$ cat src/rtl/matrix_cmd_seq.sv
// Command sequencer feeding the matrix stack controller: accepts matrix
// commands and a float word stream and packs each LOAD into four 128-bit rows.
// It drives the controller's strobes and row bus, owns matrix_mode, and keeps
// one stack-depth counter per mode to refuse overflow and underflow.
module matrix_cmd_seq #(
  parameter int unsigned STACK_DEPTH = 2
) (
  input  logic         clk,
  input  logic         reset,
  input  logic         cmd_valid,
  output logic         cmd_ready,
  input  logic [2:0]   cmd_op,
  input  logic         word_valid,
  output logic         word_ready,
  input  logic [31:0]  word_data,
  output logic         matrix_mode,
  output logic         load_id_en,
  output logic         load_en,
  output logic         pop_en,
  output logic [127:0] data_in,
  output logic         busy,
  output logic         err
);

  localparam int unsigned OP_W      = 3;
  localparam int unsigned WORD_W    = 32;
  localparam int unsigned ROW_W     = 128;
  localparam int unsigned LANES     = 4;
  localparam int unsigned ROWS      = 4;
  localparam int unsigned WORDS     = ROWS * LANES;
  localparam int unsigned K_W       = 4;
  localparam int unsigned R_W       = 2;
  localparam int unsigned DEPTH_W   = $clog2(STACK_DEPTH + 1);

  localparam logic [OP_W-1:0] OP_NOP     = OP_W'(0);
  localparam logic [OP_W-1:0] OP_MODE_MV = OP_W'(1);
  localparam logic [OP_W-1:0] OP_MODE_PJ = OP_W'(2);
  localparam logic [OP_W-1:0] OP_LOAD_ID = OP_W'(3);
  localparam logic [OP_W-1:0] OP_LOAD    = OP_W'(4);
  localparam logic [OP_W-1:0] OP_POP     = OP_W'(5);

  typedef enum logic [1:0] {
    S_IDLE    = 2'd0,
    S_PULSE   = 2'd1,
    S_COLLECT = 2'd2,
    S_ISSUE   = 2'd3
  } state_t;

  // Registered state and outputs
  state_t               r_state;
  logic [K_W-1:0]       r_k;
  logic [R_W-1:0]       r_r;
  logic                 r_mode;
  logic [DEPTH_W-1:0]   r_depth [2];
  logic [WORD_W-1:0]    r_buf   [WORDS];
  logic                 r_cmd_ready;
  logic                 r_word_ready;
  logic                 r_busy;
  logic                 r_load_id_en;
  logic                 r_load_en;
  logic                 r_pop_en;
  logic                 r_err;
  logic [ROW_W-1:0]     r_data;

  // Next-state values
  state_t               w_state_nxt;
  logic [K_W-1:0]       w_k_nxt;
  logic [R_W-1:0]       w_r_nxt;
  logic                 w_mode_nxt;
  logic [DEPTH_W-1:0]   w_depth_nxt [2];
  logic                 w_cmd_ready_nxt;
  logic                 w_word_ready_nxt;
  logic                 w_busy_nxt;
  logic                 w_load_id_nxt;
  logic                 w_load_nxt;
  logic                 w_pop_nxt;
  logic                 w_err_nxt;
  logic [ROW_W-1:0]     w_data_nxt;

  // Handshake and depth qualifiers
  logic                 w_cmd_fire;
  logic                 w_word_fire;
  logic [DEPTH_W-1:0]   w_cur_depth;
  logic                 w_can_pop;
  logic                 w_can_push;
  logic [ROW_W-1:0]     w_rows [ROWS];

  assign w_cmd_fire  = cmd_valid && r_cmd_ready;
  assign w_word_fire = word_valid && r_word_ready;
  assign w_cur_depth = r_depth[r_mode];
  assign w_can_pop   = (w_cur_depth > DEPTH_W'(1));
  assign w_can_push  = (w_cur_depth < DEPTH_W'(STACK_DEPTH));

  // Row view of the word buffer; lane 0 lands in the top 32 bits
  always_comb begin
    for (int i = 0; i < ROWS; i++) begin
      w_rows[i] = {r_buf[LANES*i + 0], r_buf[LANES*i + 1],
                   r_buf[LANES*i + 2], r_buf[LANES*i + 3]};
    end
  end

  // Next-state, counter and output decode
  always_comb begin
    w_state_nxt    = r_state;
    w_k_nxt        = r_k;
    w_r_nxt        = r_r;
    w_mode_nxt     = r_mode;
    w_depth_nxt[0] = r_depth[0];
    w_depth_nxt[1] = r_depth[1];
    w_load_id_nxt  = 1'b0;
    w_load_nxt     = 1'b0;
    w_pop_nxt      = 1'b0;
    w_err_nxt      = 1'b0;
    w_data_nxt     = r_data;

    unique case (r_state)
      S_IDLE: begin
        if (w_cmd_fire) begin
          unique case (cmd_op)
            OP_NOP:     w_state_nxt = S_IDLE;
            OP_MODE_MV: w_mode_nxt  = 1'b0;
            OP_MODE_PJ: w_mode_nxt  = 1'b1;
            OP_LOAD_ID: begin
              w_state_nxt   = S_PULSE;
              w_load_id_nxt = 1'b1;
            end
            OP_LOAD: begin
              w_state_nxt = S_COLLECT;
              w_k_nxt     = K_W'(0);
            end
            OP_POP: begin
              if (w_can_pop) begin
                w_state_nxt         = S_PULSE;
                w_pop_nxt           = 1'b1;
                w_depth_nxt[r_mode] = w_cur_depth - DEPTH_W'(1);
              end else begin
                w_err_nxt = 1'b1;
              end
            end
            default: w_err_nxt = 1'b1;
          endcase
        end
      end

      S_PULSE: w_state_nxt = S_IDLE;

      S_COLLECT: begin
        if (w_word_fire) begin
          w_k_nxt = r_k + K_W'(1);
          if (r_k == K_W'(WORDS - 1)) begin
            if (w_can_push) begin
              // Row 0 goes out with the load_en strobe; rows 1..3 follow
              w_state_nxt         = S_ISSUE;
              w_r_nxt             = R_W'(0);
              w_load_nxt          = 1'b1;
              w_data_nxt          = w_rows[0];
              w_depth_nxt[r_mode] = w_cur_depth + DEPTH_W'(1);
            end else begin
              // Stack full: words were drained, nothing is sent
              w_state_nxt = S_IDLE;
              w_err_nxt   = 1'b1;
            end
          end
        end
      end

      S_ISSUE: begin
        if (r_r == R_W'(ROWS - 1)) begin
          w_state_nxt = S_IDLE;
        end else begin
          w_r_nxt    = r_r + R_W'(1);
          w_data_nxt = w_rows[r_r + R_W'(1)];
        end
      end

      default: w_state_nxt = S_IDLE;
    endcase

    w_cmd_ready_nxt  = (w_state_nxt == S_IDLE);
    w_word_ready_nxt = (w_state_nxt == S_COLLECT);
    w_busy_nxt       = (w_state_nxt != S_IDLE);
  end

  // State, control and output registers
  always_ff @(posedge clk or negedge reset) begin
    if (!reset) begin
      r_state      <= S_IDLE;
      r_k          <= K_W'(0);
      r_r          <= R_W'(0);
      r_mode       <= 1'b0;
      r_depth[0]   <= DEPTH_W'(1);
      r_depth[1]   <= DEPTH_W'(1);
      r_cmd_ready  <= 1'b1;
      r_word_ready <= 1'b0;
      r_busy       <= 1'b0;
      r_load_id_en <= 1'b0;
      r_load_en    <= 1'b0;
      r_pop_en     <= 1'b0;
      r_err        <= 1'b0;
      r_data       <= ROW_W'(0);
    end else begin
      r_state      <= w_state_nxt;
      r_k          <= w_k_nxt;
      r_r          <= w_r_nxt;
      r_mode       <= w_mode_nxt;
      r_depth[0]   <= w_depth_nxt[0];
      r_depth[1]   <= w_depth_nxt[1];
      r_cmd_ready  <= w_cmd_ready_nxt;
      r_word_ready <= w_word_ready_nxt;
      r_busy       <= w_busy_nxt;
      r_load_id_en <= w_load_id_nxt;
      r_load_en    <= w_load_nxt;
      r_pop_en     <= w_pop_nxt;
      r_err        <= w_err_nxt;
      r_data       <= w_data_nxt;
    end
  end

  // Word buffer; contents only matter after a full 16-word collect
  always_ff @(posedge clk) begin
    if (w_word_fire) begin
      r_buf[r_k] <= word_data;
    end
  end

  assign cmd_ready   = r_cmd_ready;
  assign word_ready  = r_word_ready;
  assign busy        = r_busy;
  assign matrix_mode = r_mode;
  assign load_id_en  = r_load_id_en;
  assign load_en     = r_load_en;
  assign pop_en      = r_pop_en;
  assign err         = r_err;
  assign data_in     = r_data;

endmodule

$ cat config.mk
export PLATFORM = sky130hd
export DESIGN_NAME = matrix_cmd_seq
export DESIGN_NICKNAME = d
export VERILOG_FILES = /design/src/rtl/matrix_cmd_seq.sv
export SDC_FILE = /design/constraint.sdc
export NUM_CORES = 1
export LEC_CHECK = 0
export ABC_AREA = 1
export BUFFER_PORTS_ARGS = -buffer_cell sky130_fd_sc_hd__buf_2
export CORE_UTILIZATION = 25
export CTS_CLUSTER_DIAMETER = 30
export DETAILED_ROUTE_END_ITERATION = 6
export GPL_TIMING_DRIVEN = 1
export PLACE_DENSITY = 0.48
export SYNTH_ARGS = -nofsm -noshare
export SYNTH_HDL_FRONTEND = slang
export SYNTH_SLANG_ARGS = --single-unit
$ cat constraint.sdc
create_clock -name clk -period 2.7 [get_ports clk]
set_clock_uncertainty 0.05 [all_clocks]
set_input_delay 0.54 -clock clk [delete_from_list [all_inputs] [get_ports clk]]
set_output_delay 0.54 -clock clk [all_outputs]
set_load 0.01 [all_outputs]
Word level (Yosys, flattened, before mapping). Memories as Yosys holds them, arrays and structs flattened. Cells that the tools add are included.

Register bits: 148. Bits in writable memories: 512. Input port bits: 39. Output and inout port bits: 136. Logic and storage cells: 120. Memories kept: 1.

Memories: r_buf (words 16, width 32, read ports 16, clocked after memory_dff 0, wr ports 1, line 55) `logic [WORD_W-1:0] r_buf [WORDS];`.

Add/sub/neg operators: 4. Magnitude comparators: 5. Equality and inequality tests: 19. Mux-type cells: 60. Bitwise logic cells: 2. Reductions and logical operators: 15.

Operators with widths (number): two-way mux 128 bit (6); binary-select mux 128 bit (select 2 bit) (1); case mux 128 bit (2 select lines) (1); two-way mux 4 bit (9); two-way mux 2 bit (14); two-way mux 1 bit (18); case mux 2 bit (4 select lines) (2); case mux 4 bit (2 select lines) (2); != test 2 bit (second input constant) (6); bitwise mux 4 bit (2); == test 2 bit (second input constant) (4); nonzero test 2 bit (4); AND reduction 7 bit (1); == test 3 x 2 -> 1 bit (second input constant) (2); == test 3 bit (second input constant) (2); case mux 1 bit (2 select lines) (3); AND reduction 5 bit (1); OR reduction 5 bit (1); adder 2 x 1 -> 2 bit (second input constant) (2); adder 4 x 1 -> 4 bit (second input constant) (1); == test 4 bit (second input constant) (1); zero test 2 bit (2); != test 2 x 1 -> 1 bit (second input constant) (2); case mux 2 bit (2 select lines) (1); other kinds (15) (17).

Logic depth before layout (Yosys ltp).
Depth after elaboration: 10. Mapped depth: 11. Gate-level depth less buffers: 8.

Worst setup path after synthesis. No wires, ideal clock.

Kind: reg-to-reg. From: register r_k[0]. To: register r_busy (netlist: busy). Arrival time: 2.715 ns. Slack: -0.199 ns. Stages on the path, launching flop included: 9. Path buffers: 0. Path through: dfrtp_1 ha_1 nand3_1 nor2_1 nand2_1 nand2_1 nand3_1 inv_1 nand3_1.

Cells in the longest elaborated chain, start to end: 5.

RTL lines: from (decl) (line 51) `logic [K_W-1:0] r_k;`; from (signal assigned) (line 203) `r_k <= w_k_nxt;`; == test 4 bit (line 150) `if (r_k == K_W'(WORDS - 1)) begin`; two-way mux 2 bit (line 150); two-way mux 2 bit (line 148) `if (w_word_fire) begin`; case mux 2 bit (4 select lines) (line 116) `unique case (r_state)`; via w_state_nxt[1] (line 66) `state_t w_state_nxt;`; nonzero test 2 bit (line 181) `w_busy_nxt = (w_state_nxt != S_IDLE);`; via w_busy_nxt (line 73) `logic w_busy_nxt;`; to (signal assigned) (line 210) `r_busy <= w_busy_nxt;`; to (decl) (line 58) `logic r_busy;`.

The timed path passes the listed nets, and every way through them passes these cells. A chain may end at the register's enable or synchronous reset.

Worst setup path after layout.
From: register r_r[0]. To: register r_data[108] (netlist: data_in[108]).

Cells in the longest elaborated chain, start to end: 7. Elaborated cells on any way between the ends: 10. Classes of those cells: 1 x add/sub; 2 x eq/ne; 5 x mux; 1 x bitwise; 1 x reduce/logical.

RTL lines: from (decl) (line 52) `logic [R_W-1:0] r_r;`; from (signal assigned) (line 204) `r_r <= w_r_nxt;`; adder 2 x 1 -> 2 bit (line 172) `w_data_nxt = w_rows[r_r + R_W'(1)];`; NOT 2 -> 3 bit (not written as such) (line 172); binary-select mux 128 bit (select 2 bit) (line 172); two-way mux 128 bit (not written as such) (2 in a row) (line 172); two-way mux 128 bit (line 168) `if (r_r == R_W'(ROWS - 1)) begin`; case mux 128 bit (2 select lines) (line 116); to (signal assigned) (line 215) `r_data <= w_data_nxt;`; to (decl) (line 63) `logic [ROW_W-1:0] r_data;`.

Parallel ways exist; a longest one is shown, timed or not. The select of a mux whose other input is x is not followed.

==> impl_metrics.yaml <==
run_status:
  status: "finished clean"
clock_network:
  post_cts_resized: 0
  cts_made_buffers: 149
  post_cts_buffers: 0
  cts_hold_buffers: 1
  ctsRootBufferMaster: "clkbuf_16"
  clock_latency_ns: 0.74
  clockBufferDepth: 3
  cts.clk_slew.worst_paths_ns: 0.04
  clock-sinks: 660
  cts_tree: "built"
  htree_levels: 4
placed_design:
  post-place-ws_ns: 0.330
  dpl.hpwl_mm: 47.4
  port_buffers: 174
  gp_congestion: 0.758
timing:
  setup_viol: 0
  finalCritPeriodShare: 0.867
  worst_pin_slew_ns: 0.783
  fmax_mhz: 427
  grt_setup_unrepaired: "false"
  finalSetupTns_ns: 0
  hold_violations: 0
  slew_headroom: 0.478
  fin_crit_ns: 2.34
  worst_slack_ns: 0.358
  drv_slew: 0
run:
  maxCapViolCount: 0
global_route:
  grt_max_degree: 96
  grt_antenna_before_repair: 9
  globalRouteTotalUtil: 0.156
  grt_overflow: 0
  grt_pass1_wl_mm: 118
  grt_pass1_vias: 17700
yosys:
  ys_seq_area_frac: 0.749
  synth_warnings: 0
  synthesis.area_um2: 25500
  synth_nets: 2183
  yosysUniqueCellTypes: 29
  synthCells: 2139
  avgSynthCellArea_um2: 11.9
  ys_seq_elements: 660
route:
  routed-wl-met2_mm: 38.4
  dr.pass1.iters: 7
  wl_met1_mm: 34.6
  totalWireLength_mm: 80.7
  drc_errors: 0
  drtIter0Drc: 1284
  vias: 17500
  via_per_inst: 4.50
  drtAntennaViolNets: 0
  wl_per_cell_um: 20.8
  topRoutingLayerUsed: "met5"
  met3_length_mm: 5.51
finish:
  fillers: 9924
  multi_input_area_um2: 5960
  drive_gt1_frac: 0.198
  area_growth_pct: 32.2
  seq_area_um2: 19100
  fin_nets: 2443
power_and_ir_drop:
  p_leak_uw: 0.0135
  peakVddDrop_mv: 0.646
  power_uw: 41200
  cellPowerDensity_nw_per_um2: 1220
setup_path:
  crit_chain: "inv_8 -> buf_12 -> nor2_1 -> nor2_1 -> o21ai_0 -> o21ai_0 -> buf_4 -> nand2_1 -> nand2_1"
  start_kind: "flop"
  required_ns: 3.30
  path_class: "flop to flop"
  crit_fanout: 79
  arrival_ns: 2.94
  cp-end-kind: "flop"
  slowest_stage: "dfrtp_1"
  slowest_delay_ns: 0.49
die:
  die_area_um2: 103000
  die_w_um: 321
  core_um2: 101000
  die_height_um: 321
  initial_core_util: 0.253
  rows: 116
  pin_count: 175
min_path:
  hp-class: "input pin to flop"
registers in the layout (all words and copies together) (netlist names), 2 cells and up, named ones only:
| signal | count |
|---|---|
| r_buf | 512 |
| r_depth | 2 |
| r_state | 2 |
| data_in | 128 |
| r_k | 4 |
| r_r | 2 |
placed cells by master, fill, tap and decap left out, types with 2 or more instances in the layout:
master / n
edfxtp_1: 512
inv_6: 7
nor2_4: 17
nand2_1: 575
clkbuf_1: 29
ha_1: 4
xor2_1: 2
o211ai_1: 46
nor2_1: 272
buf_4: 28
buf_2: 173
dfstp_2: 3
clkinv_16: 7
clkinv_1: 14
clkbuf_8: 17
clkinvlp_4: 15
inv_2: 2
nand2_2: 2
clkinv_2: 17
bufinv_16: 14
nand3_1: 151
diode_2: 5
clkinv_4: 5
a21oi_1: 82
inv_16: 4
buf_12: 31
clkbuf_16: 149
nand2_4: 4
dfrtp_1: 145
inv_1: 16
o21ai_0: 171
synth_stat cells:
cell	number	share of area
nand2_1	579	0.085
edfxtp_1	512	0.60
nor2_1	288	0.042
o21ai_0	171	0.034
nand3_1	151	0.030
dfrtp_1	145	0.14
a21oi_1	82	0.016
clkbuf_1	77	0.011
o211ai_1	46	0.014
buf_2	35	0.0069
inv_1	16	0.0024
buf_1	8	0.0012
ha_1	5	0.0025
buf_6	4	0.0018
dfstp_2	3	0.0031
inv_2	2	0.00029
nand2_2	2	0.00049
xor2_1	2	0.00069
buf_4	1	0.00029
clkinv_1	1	0.00015
clkinv_2	1	0.00020
nand2_4	1	0.00044
nand4_1	1	0.00025
nor2_4	1	0.00044
nor3_1	1	0.00020
o21a_1	1	0.00029
o21ai_4	1	0.00064
o31ai_1	1	0.00029
or2_1	1	0.00025
worst paths after layout:
check                           from           end  slack, ns  cells past startpoint
setup / recovery              r_r[0]  data_in[108]       0.36                      9
hold / removal             cmd_op[1]    load_id_en       0.09                      3
setup reg to reg              r_r[0]  data_in[108]       0.36                      9
hold reg to reg                 flop          flop       0.41                      2
max in group asynchronous      reset   data_in[14]       1.55                      3
min in group asynchronous      reset        pop_en       0.37                      2
metal layers:
layer,global-route usage,vias to the layer above
met5,0,-
met4,0.0598,6
met3,0.0401,123
met2,0.254,555
met1,0.199,8779
li1,-,8022
worst max-delay path, delay by kind of cell, from the launching register on:
kind                   cells  cell delay, ns
buffers and inverters      3            0.85
AOI/OAI and AO/OA          2            0.55
DFF                        1            0.49
and+or+nand+nor            4            0.26
through the flow:
step,hold slack [ns],util,area [um2],cells
3_3_place_gp,0.405,0.284,28500,3604
5_1_grt,0.0935,0.335,33700,3883
2_1_floorplan,0.194,-,25500,2139
3_5_place_dp,0.408,0.284,28500,3604
6_report,0.0866,0.335,33700,3887
4_1_cts,0.0372,0.335,33700,3882
report_power, final:
group / switching [uW] / total, uW / leakage, uW / internal [uW]
clock network: 5920 / 17900 / 0.00245 / 12000
registers: 708 / 13200 / 0.00648 / 12500
logic: 7040 / 10100 / 0.00461 / 3050
logic make-up (layout without fill, tap and decap cells):
group	count (synthesis)	in the layout	share of synthesized area
xor gates and xnor gates	2	2	0.000687
adders and majority gates	5	5	0.00245
buffers and inverters	145	531	0.0244
AOI/OAI and AO/OA	302	302	0.0644
and+or+nand+nor	1025	1025	0.159
other	0	5	0
DFF	660	660	0.749
area by class of cell:
cell class              count  share of cell area
clock buffers             194               0.120
clock inverters            83              0.0319
multi-input cells        1334               0.177
flip-flops and latches    660               0.566
diodes                      5            0.000371
inverters                  20             0.00260
repair buffers            234              0.0511
well taps                1357              0.0504
Power figures use the tool's default switching activity.
